$ cat config.mk
export PLATFORM = sky130hd
export DESIGN_NAME = fetch_sequencer
export DESIGN_NICKNAME = d
export VERILOG_FILES = /design/src/rtl/fetch_sequencer_pkg.sv /design/src/rtl/fetch_sequencer_queue.sv /design/src/rtl/fetch_sequencer.sv
export SDC_FILE = /design/constraint.sdc
export NUM_CORES = 1
export LEC_CHECK = 0
export ABC_AREA = 1
export CAP_MARGIN = 30
export CORE_MARGIN = 4
export CORE_UTILIZATION = 55
export DETAILED_ROUTE_END_ITERATION = 16
export GPL_TIMING_DRIVEN = 0
export HOLD_SLACK_MARGIN = 0.12
export PLACE_DENSITY = 0.8
export SYNTH_ARGS = -nofsm -noshare
export SYNTH_HDL_FRONTEND = slang
export SYNTH_SLANG_ARGS = --single-unit
$ cat constraint.sdc
create_clock -name clk -period 4 [get_ports clk]
set_clock_uncertainty 0.05 [all_clocks]
set_input_delay 0.8 -clock clk [delete_from_list [all_inputs] [get_ports clk]]
set_output_delay 0.8 -clock clk [all_outputs]
set_load 0.05 [all_outputs]
$ cat src/rtl/fetch_sequencer_pkg.sv
`default_nettype none
// ==========================================================================
// fetch_sequencer_pkg : shared constants and types for the fetch sequencer
// Rev 1.0
// ==========================================================================
package fetch_sequencer_pkg;

  localparam int              PC_W   = 16;
  localparam logic [PC_W-1:0] PC_INC = 16'd2;

  localparam logic [3:0] OPC_B   = 4'hC;
  localparam logic [3:0] OPC_BR  = 4'hD;
  localparam logic [3:0] OPC_HLT = 4'hF;

  typedef enum logic [1:0] {
    IDLE   = 2'd0,
    WAIT   = 2'd1,
    HALTED = 2'd2
  } fetch_state_t;

  typedef struct packed {
    logic [PC_W-1:0] instr;
    logic [PC_W-1:0] pc;
  } fq_entry_t;

endpackage
`default_nettype wire

$ cat src/rtl/fetch_sequencer_queue.sv
`default_nettype none
// ==========================================================================
// fetch_queue : 2-entry {instr, pc} FIFO; entry 0 is always the head
// Rev 1.0
// ==========================================================================
module fetch_queue
  import fetch_sequencer_pkg::*;
(
  input  logic      clk,
  input  logic      rst,
  input  logic      i_push,
  input  fq_entry_t i_entry,
  input  logic      i_pop,
  input  logic      i_flush,
  output logic [1:0] o_count,
  output logic      o_valid,
  output fq_entry_t o_head
);

  logic [1:0] r_count;
  logic       r_valid;
  fq_entry_t  r_ent0;
  fq_entry_t  r_ent1;

  logic       w_pop;
  logic [1:0] w_wr_idx;
  logic [1:0] w_count_next;

  assign w_pop        = i_pop && (r_count != 2'd0);
  assign w_wr_idx     = r_count - {1'b0, w_pop};
  assign w_count_next = i_flush ? 2'd0 : (r_count + {1'b0, i_push} - {1'b0, w_pop});

  always_ff @(posedge clk or posedge rst) begin
    if (rst) begin
      r_count <= 2'd0;
      r_valid <= 1'b0;
      r_ent0  <= '0;
      r_ent1  <= '0;
    end else begin
      r_count <= w_count_next;
      r_valid <= (w_count_next != 2'd0);
      if (!i_flush) begin
        // A push landing in slot 0 overrides the shift from slot 1.
        if (w_pop) r_ent0 <= r_ent1;
        if (i_push) begin
          if (w_wr_idx == 2'd0) r_ent0 <= i_entry;
          else                  r_ent1 <= i_entry;
        end
      end
    end
  end

  always_ff @(posedge clk) begin
    if (!rst) assert (!(i_push && r_count == 2'd2));
  end

  assign o_count = r_count;
  assign o_valid = r_valid;
  assign o_head  = r_ent0;

endmodule
`default_nettype wire

$ cat src/rtl/fetch_sequencer.sv
`default_nettype none
// ==========================================================================
// fetch_sequencer : PC owner, imem fetch FSM, redirect/halt handling
// Option macro FETCH_SEQ_PERF_EN adds stall/squash counters.  Rev 1.0
// ==========================================================================
module fetch_sequencer
  import fetch_sequencer_pkg::*;
#(
  parameter logic [15:0] RESET_PC  = 16'h0000,
  parameter int          BUF_DEPTH = 2
) (
  input  logic        clk,
  input  logic        rst,
  output logic        o_imem_req,
  output logic [15:0] o_imem_addr,
  input  logic        i_imem_ready,
  input  logic [15:0] i_imem_rdata,
  output logic        o_instr_valid,
  output logic [15:0] o_instr_out,
  output logic [15:0] o_instr_pc,
  input  logic        i_stall_in,
  input  logic        i_redirect_valid,
  input  logic [15:0] i_redirect_pc,
  input  logic        i_halt_in,
  output logic        o_halted
`ifdef FETCH_SEQ_PERF_EN
  ,
  output logic [15:0] o_perf_stall_cycles,
  output logic [15:0] o_perf_squashes
`endif
);

  localparam logic [1:0] C_DEPTH = 2'(BUF_DEPTH);

  fetch_state_t r_state;
  logic [15:0]  r_pc;
  logic [15:0]  r_addr;
  logic         r_req;
  logic         r_squash;
  logic         r_halt_pend;
  logic         r_halted;

  logic         w_pop;
  logic         w_push;
  logic [1:0]   w_count;
  logic [1:0]   w_cnt_after_pop;
  logic [15:0]  w_pc_inc;
  fq_entry_t    w_head;

  assign w_pop           = o_instr_valid && !i_stall_in;
  assign w_cnt_after_pop = w_count - {1'b0, w_pop};
  assign w_pc_inc        = r_pc + PC_INC;
  assign w_push          = (r_state == WAIT) && i_imem_ready && !r_squash
                           && !i_redirect_valid && !i_halt_in;

  fetch_queue u_queue (
    .clk     (clk),
    .rst     (rst),
    .i_push  (w_push),
    .i_entry ({i_imem_rdata, r_pc}),
    .i_pop   (w_pop),
    .i_flush (i_redirect_valid),
    .o_count (w_count),
    .o_valid (o_instr_valid),
    .o_head  (w_head)
  );

  always_ff @(posedge clk or posedge rst) begin
    if (rst) begin
      r_state     <= IDLE;
      r_pc        <= RESET_PC;
      r_addr      <= RESET_PC;
      r_req       <= 1'b0;
      r_squash    <= 1'b0;
      r_halt_pend <= 1'b0;
      r_halted    <= 1'b0;
    end else begin
      case (r_state)
        IDLE: begin
          if (i_redirect_valid) begin
            r_pc <= i_redirect_pc;
          end else if (i_halt_in) begin
            r_state  <= HALTED;
            r_halted <= 1'b1;
          end else if (w_cnt_after_pop < C_DEPTH) begin
            r_state <= WAIT;
            r_req   <= 1'b1;
            r_addr  <= r_pc;
          end
        end
        WAIT: begin
          // imem_addr stays on the outstanding address even when pc_q is redirected.
          if (i_redirect_valid) begin
            r_pc        <= i_redirect_pc;
            r_halt_pend <= 1'b0;
            if (i_imem_ready) begin
              r_state  <= IDLE;
              r_req    <= 1'b0;
              r_squash <= 1'b0;
            end else begin
              r_squash <= 1'b1;
            end
          end else if (i_imem_ready && r_squash) begin
            r_squash    <= 1'b0;
            r_req       <= 1'b0;
            r_halt_pend <= 1'b0;
            if (r_halt_pend || i_halt_in) begin
              r_state  <= HALTED;
              r_halted <= 1'b1;
            end else begin
              r_state <= IDLE;
            end
          end else if (i_halt_in) begin
            if (i_imem_ready) begin
              r_state  <= HALTED;
              r_halted <= 1'b1;
              r_req    <= 1'b0;
            end else begin
              r_squash    <= 1'b1;
              r_halt_pend <= 1'b1;
            end
          end else if (i_imem_ready) begin
            r_pc <= w_pc_inc;
            if (w_cnt_after_pop < C_DEPTH - 2'd1) begin
              r_addr <= w_pc_inc;
            end else begin
              r_state <= IDLE;
              r_req   <= 1'b0;
            end
          end
        end
        HALTED: begin
          if (i_redirect_valid) begin
            r_state  <= IDLE;
            r_halted <= 1'b0;
            r_pc     <= i_redirect_pc;
          end
        end
        default: begin
          r_state <= IDLE;
          r_req   <= 1'b0;
        end
      endcase
    end
  end

  assign o_imem_req  = r_req;
  assign o_imem_addr = r_addr;
  assign o_instr_out = w_head.instr;
  assign o_instr_pc  = w_head.pc;
  assign o_halted    = r_halted;

`ifdef FETCH_SEQ_PERF_EN
  logic [15:0] r_perf_stall;
  logic [15:0] r_perf_squash;
  logic        w_drop;

  assign w_drop = (r_state == WAIT) && i_imem_ready && !w_push;

  always_ff @(posedge clk or posedge rst) begin
    if (rst) begin
      r_perf_stall  <= 16'h0000;
      r_perf_squash <= 16'h0000;
    end else begin
      if (o_instr_valid && i_stall_in && (r_perf_stall != 16'hFFFF))
        r_perf_stall <= r_perf_stall + 16'd1;
      if (w_drop && (r_perf_squash != 16'hFFFF))
        r_perf_squash <= r_perf_squash + 16'd1;
    end
  end

  assign o_perf_stall_cycles = r_perf_stall;
  assign o_perf_squashes     = r_perf_squash;
`endif

endmodule
`default_nettype wire

## Word level (Yosys, flattened, before mapping)

Cells that the tools add are included.

| operators by class | value |
|---|---|
| muxes and demuxes | 57 |
| add/subtract/negate cells | 5 |
| magnitude comparators | 2 |
| reduce and logical (&&, ||, !) cells | 28 |
| equal/unequal tests | 24 |
| bitwise gates (word level) | 3 |

Operator list:

| cell | count |
|---|---|
| 16-bit two-way mux | 13 |
| 32-bit two-way mux | 3 |
| 16-bit case mux with 2 select lines | 2 |
| 2-bit two-way mux | 13 |
| 1-bit two-way mux | 23 |
| 2-bit != test (second input constant) | 9 |
| 16-bit by 2-bit adder with 16-bit output (second input constant) | 1 |
| 3-bit != test (second input constant) | 5 |
| 6-bit AND reduction | 2 |
| 3-bit by 2-bit != test with 1-bit output (second input constant) | 3 |
| 9-bit AND reduction | 1 |
| 8-bit AND reduction | 1 |
| 2-bit nonzero test | 4 |
| 1-bit logical AND | 7 |
| 1-bit case mux with 3 select lines | 2 |
| 2-bit case mux with 3 select lines | 1 |
| 3-bit AND reduction | 2 |
| 3-bit nonzero test | 2 |
| 2-bit by 1-bit subtractor with 2-bit output | 3 |
| 5-bit by 4-bit != test with 1-bit output (second input constant) | 1 |
| 5-bit != test (second input constant) | 1 |
| 5-bit AND reduction | 1 |
| 1-bit zero test | 4 |
| 2-bit zero test | 2 |
| 10 further kinds | 13 |

| storage, ports and cells | value |
|---|---|
| word-level logic and storage cells | 132 |
| bits of input ports | 38 |
| output and inout bits | 51 |
| register bits | 105 |

## Depth between registers and ports, before layout

| logic depth | value |
|---|---|
| depth after elaboration | 10 |
| mapped depth | 15 |
| mapped depth without buffers | 13 |

## Cells and area by module

A second synthesis with hierarchy kept.

| unflattened totals | value |
|---|---|
| cell total of the unflattened synthesis | 796 |
| area, all modules | 5686.7 um^2 |

Modules (own cells, without submodules):

| module | cells an instance | instances | seq. area each (um^2) | area each (um^2) |
|---|---|---|---|---|
| fetch_queue | 441 | 1 | 1676.6 | 3298.2 |
| fetch_sequencer | 355 | 1 | 950.9 | 2388.5 |

## Worst setup path before layout

Ideal clock, no wire load.

| timing | value |
|---|---|
| kind | input to register |
| start point | input port i_stall_in |
| end point | register u_queue.r_valid, in the netlist u_queue.o_valid |
| cell stages on the path | 11 |
| data arrival time | 2.232 ns |
| library setup time | 0.134 ns |
| buffers on the path | 1 |
| required time | 3.816 ns |
| slack | 1.584 ns |
| path through | inv_1 > nand2_1 > clkinv_1 > nand2_1 > clkbuf_1 > inv_1 > ha_1 > inv_1 > ha_1 > nor2_1 > o22ai_1 |

| on the way | value |
|---|---|
| longest elaborated chain between the ends | 6 |

RTL lines:

| element | RTL line | RTL |
|---|---|---|
| start, declared | fetch_sequencer.sv:21 | `input logic i_stall_in,` |
| 1-bit zero test | fetch_sequencer.sv:50 | `assign w_pop = o_instr_valid && !i_stall_in;` |
| 1-bit logical AND | fetch_sequencer.sv:50 |  |
| 1-bit logical AND | fetch_sequencer_queue.sv:29 | `assign w_pop = i_pop && (r_count != 2'd0);` |
| 2-bit by 1-bit subtractor with 2-bit output | fetch_sequencer_queue.sv:31 | `assign w_count_next = i_flush ? 2'd0 : (r_count + {1'b0, i_push} - {1'b0, w_pop});` |
| 2-bit two-way mux | fetch_sequencer_queue.sv:31 |  |
| 2-bit nonzero test | fetch_sequencer_queue.sv:41 | `r_valid <= (w_count_next != 2'd0);` |
| end signal, assigned | fetch_sequencer_queue.sv:41 |  |
| end, declared | fetch_sequencer_queue.sv:21 | `logic r_valid;` |

Every way passes these cells.
A chain may end at the register's enable or synchronous reset.

## Worst setup path after layout

| timing | value |
|---|---|
| start point | input port i_stall_in |
| end point | register r_addr[10], in the netlist o_imem_addr[10] |

| on the way | value |
|---|---|
| longest elaborated chain between the ends | 6 |
| elaborated cells between the ends (all ways) | 8 |

RTL lines:

| element | RTL line | RTL |
|---|---|---|
| 1-bit zero test (*) | fetch_sequencer.sv:50 |  |
| 1-bit logical AND (*) | fetch_sequencer.sv:50 |  |
| 2-bit by 1-bit subtractor with 2-bit output (*) | fetch_sequencer.sv:51 | `assign w_cnt_after_pop = w_count - {1'b0, w_pop};` |
| 2-bit less-than comparator / 2-bit by 1-bit less-than comparator with 1-bit output (equally long branches) | fetch_sequencer.sv:85, fetch_sequencer.sv:124 |  |
| 2-bit != test (no source line) / 2-bit by 1-bit != test with 1-bit output (equally long branches) | -- |  |
| 9-bit AND reduction (no source line) (*) | -- |  |
| end signal, assigned | fetch_sequencer.sv:88 | `r_addr <= r_pc;` |
| end signal, assigned | fetch_sequencer.sv:125 | `r_addr <= w_pc_inc;` |
| end, declared | fetch_sequencer.sv:37 | `logic [15:0] r_addr;` |

Every way passes the cells marked *; elsewhere a longest branch is shown, timed or not.

==> results.py <==
metrics = {
    "power": {
        "power_frac_comb_pct": 51.2,
        "powerDensity_mw_per_mm2": 650,
        "leakagePower_nw": 3.77,
        "clkPwrFrac_pct": 14.0,
        "totalPowerFinal_mw": 4.67,
        "seqPwrFrac_pct": 34.8,
        "switching_power_mw": 2.25,
        "max-vdd-ir-drop_mv": 0.467,
        "swShare_pct": 48.2,
        "power.internal_mw": 2.42,
    },
    "cells_and_area": {
        "antenna_cells": 0,
        "drive_above_1_share_pct": 4.52,
        "design_area_mm2": 0.00718,
        "fill_cells": 920,
        "area_growth_pct": 21.4,
        "finalNonFillerCells": 1110,
        "layout.nets": 1012,
    },
    "sta": {
        "worst_slew_pin_slew_ps": 567,
        "hold_viol": 0,
        "period_share_pct": 76.7,
        "relSlewSlack_pct": 62.2,
        "rsz0062_at_grt": "no",
        "slew_viol_final": 0,
        "setup_viol": 0,
        "min_period_ps": 3070,
        "fmax_ghz": 0.326,
    },
    "place": {
        "gp_congestion": 0.930,
        "io_buffers": 88,
        "dpl-instance-area_mm2": 0.00699,
        "dp_cells": 1095,
        "dp_hpwl_um": 11100,
    },
    "synthesis": {
        "netlist_top_cells_count": "345 x nand2_1, 134 x nand3_1, 105 x dfrtp_1, 93 x inv_1, 62 x nor2_1",
        "yosys-top-cells-area": "dfrtp_1 44%, nand2_1 22%, nand3_1 11%, inv_1 5.9%, nor2_1 3.9%",
        "seq_area_frac_synth_pct": 44.4,
        "syn_avg_cell_area_um2": 6.80,
        "yosys_warnings": 0,
        "synth_async_sr_flop_share_pct": 100,
        "yosysMostFrequentCell": "nand2_1",
        "synthCells": 870,
        "ys_types": 27,
        "netlist_area_mm2": 0.00591,
        "synth_edf_count": 0,
        "synth_fp_nets": 912,
        "synth_top_area_share_pct": 44.4,
        "synth_top_cell_by_area": "dfrtp_1",
        "ys_ff_latch": 105,
        "synth_top_flop_cell": "dfrtp_1",
    },
    "cts": {
        "ctsHoldBuffers": 0,
        "cts_tree": "done",
        "cts_sinks": 105,
        "htree_levels": 3,
        "cts.path.max_buffers": 2,
        "cts.repair.resized": 0,
        "cts.root.buffer_cell": "clkbuf_8",
        "cts-buffers-inserted": 9,
        "clk_pin_slew_ps": 100,
        "clk_latency_ps": 370,
        "cts_setup_buffers": 0,
    },
    "global_routing": {
        "antenna_found_initial": 0,
        "grt_pass1_vias": 5604,
        "gr-usage-all-layers_pct": 25.3,
        "grt_pass1_wl_um": 26200,
        "grt_max_degree": 70,
        "overflow": 0,
    },
    "die": {
        "die-area_mm2": 0.0125,
        "coreArea_mm2": 0.0104,
        "initial_core_util_pct": 56.8,
        "fp.dieW_um": 112,
        "std_cell_rows": 37,
        "fp.dieH_um": 112,
        "ios": 89,
    },
    "status": {
        "status": "complete, no violations",
    },
    "worst_setup_path": {
        "critPathKind": "in -> reg",
        "required_ps": 4260,
        "worstPathMaxFanout": 10,
        "cp-start-kind": "input pin",
        "end_kind": "flip-flop",
        "arrival_ps": 3320,
    },
    "flow_run": {
        "maxCapViolCount": 0,
    },
    "detailed_routing": {
        "routedWlPerCell_um": 13.9,
        "routed-via-count": 5829,
        "wl_um": 15400,
        "drt_pass1_iterations": 7,
        "final_antenna_net_count": 0,
        "vias_per_cell": 5.25,
        "drc": 0,
        "drt-initial-drc-count": 454,
    },
    "worst_hold_path": {
        "hold_path.class": "reg -> reg",
    },
}
## routing by layer
layer / global-route usage [%] / wire length [um] / up-vias
met5: 0 / 0 / -
met4: 8.03 / 327 / 0
met3: 3.26 / 1050 / 26
met2: 41.1 / 7190 / 229
met1: 35.5 / 6860 / 2663
li1: - / - / 2911
## metrics by stage
stage	hold slack [ps]	setup TNS [ps]	setup slack [ps]	utilization [%]
global placement	413	-128660	-1240	66.8
detailed placement	414	0	582	67.1
finish	436	0	932	68.9
CTS	441	0	963	68.9
floorplan	409	0	389	-
global route	457	0	748	68.9
## final timing paths
path / from / end / slack, ps / cells after the start
worst min register to register: o_imem_addr[2] / o_imem_addr[2] / 440 / 2
max in group asynchronous: rst / u_queue.r_ent1[14] / 2440 / 3
worst max-delay path: i_stall_in / o_imem_addr[10] / 930 / 16
min in group asynchronous: rst / u_queue.o_head[26] / 760 / 2
worst max register to register: u_queue.o_valid / o_imem_addr[10] / 1480 / 14
worst min-delay path: o_imem_addr[2] / o_imem_addr[2] / 440 / 2
## area by class of cell
class	instances	area, um^2	share of cell area (%)
clock buffer	11	131	1.83
timing repair buffer	89	908	12.7
buffer	43	205	2.86
multi-input combinational	627	2720	37.9
clock inverter	4	53.8	0.750
inverter	95	359	5.00
tap	136	170	2.37
sequential	105	2630	36.6
## state kept, by name, summed over array words and instances, names as in the netlist
register and count:
u_queue.r_ent1 32, r_state 2, u_queue.o_count 2, o_halted 1
u_queue.o_head 32, r_squash 1, u_queue.o_valid 1, r_pc 16
r_halt_pend 1, o_imem_req 1, o_imem_addr 16
## placed cells by master (no fill, tap or decap)
master / count
buf_2: 17
clkinvlp_4: 2
a21oi_1: 2
nor3_4: 1
clkinv_1: 1
nor2_1: 62
clkbuf_1: 22
dfrtp_1: 105
inv_6: 1
clkbuf_8: 9
clkdlybuf4s50_1: 88
o211ai_1: 1
or2_2: 1
xor2_1: 4
inv_4: 1
nand4_1: 9
xnor2_1: 1
o31ai_1: 1
o21ai_2: 1
nand2_1: 345
ha_1: 4
o21ai_0: 21
o21bai_1: 2
buf_6: 3
nor2_2: 2
nand3_1: 134
inv_2: 1
bufinv_16: 1
nand2_2: 3
o22ai_1: 1
o21ai_1: 32
buf_16: 1
inv_1: 92
buf_1: 3
## logic make-up (layout without fill, tap and decap cells)
kind of cell	Yosys count	count (layout)	share of synthesized area, %
AO/OA/AOI/OAI	61	61	5.42
adder cells (fa/ha/maj)	4	4	0.847
XOR/XNOR	5	5	0.741
AND/OR/NAND/NOR	557	557	39.0
flip-flops	105	105	44.4
buffers and inverters	138	242	9.50
## critical path, cell delays in order
cell and delay [ps]:
clkdlybuf4s50_1 460, inv_1 40, nand2_1 110, clkinv_1 190, clkbuf_1 320, ha_1 280
inv_1 60, nand2_1 60, nand2_1 60, nand2_1 80, nand2_1 70, nand3_1 240
buf_2 290, nor2_1 110, nand2_1 70, nand2_1 60
## power by group through the flow
stage	clock network [mW]	logic, mW	registers (mW)
detailed placement	0	2.38	1.63
global placement	0	2.35	1.64
global route	0.718	2.63	1.67
finish	0.655	2.39	1.62
floorplan	0	0.975	2.29
CTS	0.665	2.39	1.62
Power figures use the tool's default switching activity.
